### config.mk
export PLATFORM = sky130hd
export DESIGN_NAME = store_buffer
export DESIGN_NICKNAME = d
export VERILOG_FILES = /design/src/rtl/store_buffer_pkg.sv /design/src/rtl/sb_match.sv /design/src/rtl/store_buffer.sv
export SDC_FILE = /design/constraint.sdc
export NUM_CORES = 1
export LEC_CHECK = 0
export CAP_MARGIN = 40
export CORE_MARGIN = 2
export CORE_UTILIZATION = 50
export CTS_BUF_LIST = sky130_fd_sc_hd__clkbuf_4
export CTS_CLUSTER_SIZE = 12
export DETAILED_ROUTE_END_ITERATION = 8
export GPL_TIMING_DRIVEN = 0
export HOLD_SLACK_MARGIN = 0.08
export MAX_ROUTING_LAYER = met4
export PLACE_DENSITY = 0.75
export SLEW_MARGIN = 20
export SYNTH_ARGS = -nofsm -noshare
export SYNTH_HDL_FRONTEND = slang
export SYNTH_HIERARCHICAL = 1
export SYNTH_SLANG_ARGS = --single-unit
### constraint.sdc
create_clock -name clk -period 11.6 [get_ports clk]
set_clock_uncertainty 0.15 [all_clocks]
set_input_delay 2.32 -clock clk [delete_from_list [all_inputs] [get_ports clk]]
set_output_delay 2.32 -clock clk [all_outputs]
set_load 0.03 [all_outputs]
### src/rtl/store_buffer_pkg.sv
// Shared store buffer definitions: default geometry and the layout of a packed entry.
// Packed entry layout, MSB to LSB: {word address, data, byte enable}.
package store_buffer_pkg;

    localparam int SB_DEPTH      = 4;
    localparam int SB_ADDR_WIDTH = 32;
    localparam int SB_DATA_WIDTH = 32;

    function automatic int sb_be_width(input int data_w);
        return data_w / 8;
    endfunction

    function automatic int sb_waddr_width(input int addr_w);
        return addr_w - 2;
    endfunction

    function automatic int sb_be_lsb();
        return 0;
    endfunction

    function automatic int sb_data_lsb(input int data_w);
        return sb_be_lsb() + sb_be_width(data_w);
    endfunction

    function automatic int sb_addr_lsb(input int data_w);
        return sb_data_lsb(data_w) + data_w;
    endfunction

    function automatic int sb_entry_width(input int addr_w, input int data_w);
        return sb_addr_lsb(data_w) + sb_waddr_width(addr_w);
    endfunction

endpackage

### src/rtl/sb_match.sv
// Compares a load word address against every store buffer entry.
// Reports all hits and the index of the youngest hit, searched backward from tail-1 with wrap.
module sb_match #(
    parameter int DEPTH       = 4,
    parameter int WADDR_WIDTH = 30,
    localparam int PTR_W      = $clog2(DEPTH)
) (
    input  logic [DEPTH-1:0]             valid,
    input  logic [DEPTH*WADDR_WIDTH-1:0] entry_waddr,
    input  logic [WADDR_WIDTH-1:0]       rd_waddr,
    input  logic [PTR_W-1:0]             tail,
    output logic [DEPTH-1:0]             hit,
    output logic [PTR_W-1:0]             youngest
);

    logic [PTR_W-1:0] idx;

    always_comb begin
        hit = '0;
        for (int unsigned i = 0; i < DEPTH; i++) begin
            hit[i] = valid[i] && (entry_waddr[i*WADDR_WIDTH +: WADDR_WIDTH] == rd_waddr);
        end
    end

    // Walk oldest-to-youngest so the last assignment is the entry closest to tail-1.
    always_comb begin
        youngest = '0;
        idx      = '0;
        for (int unsigned k = DEPTH; k >= 1; k--) begin
            idx = tail - PTR_W'(k);
            if (hit[idx]) begin
                youngest = idx;
            end
        end
    end

endmodule

### src/rtl/store_buffer.sv
// In-order store FIFO between the CPU store port and the data_mem write port.
// Optional store-to-load forwarding of full-word matches: define STORE_BUFFER_FWD_EN.
module store_buffer
    import store_buffer_pkg::*;
#(
    parameter int DEPTH      = SB_DEPTH,
    parameter int ADDR_WIDTH = SB_ADDR_WIDTH,
    parameter int DATA_WIDTH = SB_DATA_WIDTH
) (
    input  logic                    clk,
    input  logic                    rst,
    input  logic                    cpu_wr_en,
    input  logic [ADDR_WIDTH-1:0]   cpu_wr_addr,
    input  logic [DATA_WIDTH-1:0]   cpu_wr_data,
    input  logic [DATA_WIDTH/8-1:0] cpu_wr_byte_enable,
    input  logic                    cpu_rd_en,
    input  logic [ADDR_WIDTH-1:0]   cpu_rd_addr,
    input  logic                    flush_req,
    output logic                    buf_stall,
    output logic                    rd_conflict,
    output logic                    fwd_valid,
    output logic [DATA_WIDTH-1:0]   fwd_data,
    output logic                    mem_wr_en,
    output logic [ADDR_WIDTH-1:0]   mem_wr_addr,
    output logic [DATA_WIDTH-1:0]   mem_wr_data,
    output logic [DATA_WIDTH/8-1:0] mem_wr_byte_enable,
    output logic                    empty
);

    localparam int PTR_W    = $clog2(DEPTH);
    localparam int CNT_W    = PTR_W + 1;
    localparam int BE_W     = sb_be_width(DATA_WIDTH);
    localparam int WA_W     = sb_waddr_width(ADDR_WIDTH);
    localparam int ENTRY_W  = sb_entry_width(ADDR_WIDTH, DATA_WIDTH);
    localparam int BE_LSB   = sb_be_lsb();
    localparam int DATA_LSB = sb_data_lsb(DATA_WIDTH);
    localparam int ADDR_LSB = sb_addr_lsb(DATA_WIDTH);

    logic [ENTRY_W-1:0]    entry_q [DEPTH];
    logic [DEPTH-1:0]      valid_q;
    logic [PTR_W-1:0]      head_q;
    logic [PTR_W-1:0]      tail_q;
    logic [CNT_W-1:0]      count_q;

    logic [DEPTH*WA_W-1:0] entry_waddr_flat;
    logic [DEPTH-1:0]      hit;
    logic [PTR_W-1:0]      youngest;
    logic [ENTRY_W-1:0]    head_entry;
    logic                  full;
    logic                  enq;
    logic                  deq;
    logic                  unused_addr_bits;

    always_comb begin
        entry_waddr_flat = '0;
        for (int unsigned i = 0; i < DEPTH; i++) begin
            entry_waddr_flat[i*WA_W +: WA_W] = entry_q[i][ADDR_LSB +: WA_W];
        end
    end

    sb_match #(
        .DEPTH       (DEPTH),
        .WADDR_WIDTH (WA_W)
    ) u_match (
        .valid       (valid_q),
        .entry_waddr (entry_waddr_flat),
        .rd_waddr    (cpu_rd_addr[ADDR_WIDTH-1:2]),
        .tail        (tail_q),
        .hit         (hit),
        .youngest    (youngest)
    );

`ifdef STORE_BUFFER_FWD_EN
    logic [ENTRY_W-1:0] young_entry;

    always_comb begin
        young_entry = entry_q[youngest];
        fwd_valid   = rd_conflict && (&young_entry[BE_LSB +: BE_W]);
        fwd_data    = fwd_valid ? young_entry[DATA_LSB +: DATA_WIDTH] : '0;
    end

    always_comb unused_addr_bits = ^{cpu_rd_addr[1:0], cpu_wr_addr[1:0]};
`else
    always_comb begin
        fwd_valid = 1'b0;
        fwd_data  = '0;
    end

    always_comb unused_addr_bits = ^{cpu_rd_addr[1:0], cpu_wr_addr[1:0], youngest};
`endif

    always_comb begin
        empty       = (count_q == '0);
        full        = (count_q == CNT_W'(DEPTH));
        rd_conflict = cpu_rd_en && (|hit);
        // A conflicting load yields the port so the store it waits on can drain.
        mem_wr_en   = !empty && (!cpu_rd_en || rd_conflict);
        enq         = cpu_wr_en && !full;
        deq         = mem_wr_en;
        buf_stall   = (cpu_wr_en && full) || (rd_conflict && !fwd_valid) || (flush_req && !empty);
    end

    always_comb begin
        head_entry         = entry_q[head_q];
        mem_wr_addr        = '0;
        mem_wr_data        = '0;
        mem_wr_byte_enable = '0;
        if (!empty) begin
            mem_wr_addr        = {head_entry[ADDR_LSB +: WA_W], 2'b00};
            mem_wr_data        = head_entry[DATA_LSB +: DATA_WIDTH];
            mem_wr_byte_enable = head_entry[BE_LSB +: BE_W];
        end
    end

    always_ff @(posedge clk or posedge rst) begin
        if (rst) begin
            valid_q <= '0;
            head_q  <= '0;
            tail_q  <= '0;
            count_q <= '0;
            for (int unsigned i = 0; i < DEPTH; i++) begin
                entry_q[i] <= '0;
            end
        end else begin
            if (enq) begin
                entry_q[tail_q] <= {cpu_wr_addr[ADDR_WIDTH-1:2], cpu_wr_data, cpu_wr_byte_enable};
                valid_q[tail_q] <= 1'b1;
                tail_q          <= tail_q + 1'b1;
            end
            if (deq) begin
                valid_q[head_q] <= 1'b0;
                head_q          <= head_q + 1'b1;
            end
            unique case ({enq, deq})
                2'b10:   count_q <= count_q + 1'b1;
                2'b01:   count_q <= count_q - 1'b1;
                default: count_q <= count_q;
            endcase
        end
    end

endmodule

==> summary.txt <==
Setup path
  • Worst flop-to-flop path startpoint: entry_q[38]
  • Cells on worst reg2reg path: 12
  • Reg-to-Reg End: count_q[2]
  • Critical Path RT: about 9 ns
  • Max incr delay on CP: 0.78 ns
  • Critical path, cell by cell: clkdlybuf4s50_1, xnor2_1, nand4_1, or4_4, nor4_4, nor4_1, a21oi_1, clkdlybuf4s50_1
  • CP max stage cell: clkdlybuf4s50_1
  • CP Launch Type: primary input
  • Crit end category: output pin
  • Worst-path maximum fanout: 4
  • Arrival @ worst endpoint: about 5.6 ns
  • Crit path kind: in2out
  • CP bufs+invs: 2
  • R2r setup slk: roughly 8 ns
  • Crit path max-delay family: buffers and inverters
  • Most used cell, CP: clkdlybuf4s50_1

Finish
  • Commonest non-fill, non-tap cells in the layout: dfrtp_1 (275), clkdlybuf4s50_1 (153), mux2_2 (150)
  • Final Cell Area: 17900 um2
  • Share of layout cells above drive strength 1: 0.423
  • Storage element area: between 6000 and 7000 um2
  • Final core occ: 0.620
  • Final Net Count: 1364
  • Non-Filler Instances: between 1500 and 2000
  • Fill count: between 2000 and 2500
  • Commonest non-fill, non-tap cell in the layout: dfrtp_1
  • Area of the multi-input gates: around 7000 um2
  • P&R area growth vs syn: 21.7%

Route
  • Detailed-route via count: 9026
  • Length of the first detailed-routing pass in iterations: 4
  • Detailed-route wire length per cell: between 20 and 25 um
  • DRT antenna net count: 0
  • Total Wirelength: about 36000 um
  • Vias/cell: 5.36
  • Iter 0 DRT Violations: around 590
  • Residual DRC: 0

Clock network
  • CTS buffer count: 75
  • CTS H-tree depth: 3
  • Post-cts sizing count: 0
  • CTS max path bufs: 3
  • Post-CTS Setup Repair Bufs: 0
  • Post-CTS Hold Buffers: 0
  • CTS tree: built
  • Number of clock sinks: approximately 280
  • Worst skew pair latency: a little over 0.7 ns
  • Clock-pin slew on the worst setup and hold paths: ~0.05 ns
  • Clock Tree Root: clkbuf_4

Synthesis
  • Synth Instances: slightly below 1000
  • Syn_area_per_cell: 14.9 um2
  • Post-Syn Area: around 15000 um2
  • Synth warn: 6

Floorplan
  • Core ar.: about 29000 um2
  • # IOs: 210
  • Cell row count: 62
  • Initial core utilization: 0.510
  • Die height: ~180 um
  • Die area: slightly above 30000 um2
  • Die Span X: 175 um

STA
  • Fmax: around 120 MHz
  • Final Hold Vio Count: 0
  • Setup TNS: 0 ns
  • Worst-margin pin slew: ~0.87 ns
  • Hold Slack: 0.348 ns
  • Final min period: approximately 8 ns
  • Slew HR: 0.419
  • Fin. max-slew vios: 0
  • # setup viols final: 0
  • Final setup margin: around 3.5 ns
  • RSZ-0062 raised after global routing: no
  • Final period util: 0.698

Global routing
  • GRT Util Overall: 0.247
  • First-pass GRT wire length: ~56000 um
  • Congestion Overflow GR: 0
  • Pin count of the biggest net entering global routing: about 110
  • Initial antenna violation count: 3
  • Vias in the first global route: 9457

Min path
  • Hold wc startpoint: entry_q[100]
  • Hold Crit Class: reg2reg
  • Hold Path Depth: 1
  • Hold Path End: entry_q[100]

Place
  • DP Wirelength: between 20000 and 30000 um
  • Placed Cells incl. Taps: approximately 1600
  • Post-DP Area: ~17000 um2
  • Dpl ws: 3.63 ns
  • RD Place Congestion: 0.898
  • Port bufs: 153

Run status
  • Outcome: finished clean

Pwr
  • Power density over cell area: between 300 and 400 nW/um2
  • Leak pwr: about 7.6 nW
  • Worst VDD drop: 0.199 mV
  • Design Power: between 5 and 6 mW

Run
  • Max Cap Viol: 0
layout make-up:
cell class | instances | share of cell area
Multi-Input combinational cell | 626 | 0.400
Clock buffer | 107 | 0.0450
Tap cell | 384 | 0.0269
Buffer | 107 | 0.0423
Timing Repair Buffer | 156 | 0.0893
Inverter | 8 | 0.00210
Sequential cell | 275 | 0.385
Clock inverter | 18 | 0.00876
Antenna cell | 3 | 0.000420
per-layer routing:
| metal | track usage | wire length, um | up-vias |
|---|---|---|---|
| met5 | - | 0 | - |
| met4 | 0.0899 | 982 | 0 |
| met3 | 0.0435 | 1950 | 88 |
| met2 | 0.367 | 16800 | 306 |
| met1 | 0.345 | 16200 | 4619 |
| li1 | - | - | 4013 |
worst max path at each step:
stage / startpoint / to / slack (ns) / cells after the start
finish: cpu_rd_addr[10] / mem_wr_en / 3.50 / 8
global route: cpu_rd_addr[23] / mem_wr_en / 3.47 / 8
CTS: cpu_rd_addr[10] / mem_wr_en / 3.62 / 8
detailed placement: cpu_rd_addr[10] / mem_wr_en / 3.63 / 8
global placement: rst / entry_q[99] / -2.05 / 2
floorplan: rst / count_q[0] / 1.55 / 1
flip-flops by register name, summed over array words and instances, names as in the netlist:
| register | count |
|---|---|
| entry_q | 264 |
| count_q | 3 |
| head_q | 2 |
| tail_q | 2 |
| valid_q | 4 |
report_power, final:
| part | switching (mW) | leakage [nW] | total, mW | internal [mW] |
|---|---|---|---|---|
| sequential | 0.360 | 3.26 | 1.82 | 1.46 |
| clock | 0.406 | 0.567 | 0.895 | 0.489 |
| combinational | 1.49 | 3.75 | 3.25 | 1.76 |
| total | 2.26 | 7.58 | 5.97 | 3.70 |
Note: power is estimated with default switching activity, not from simulation.
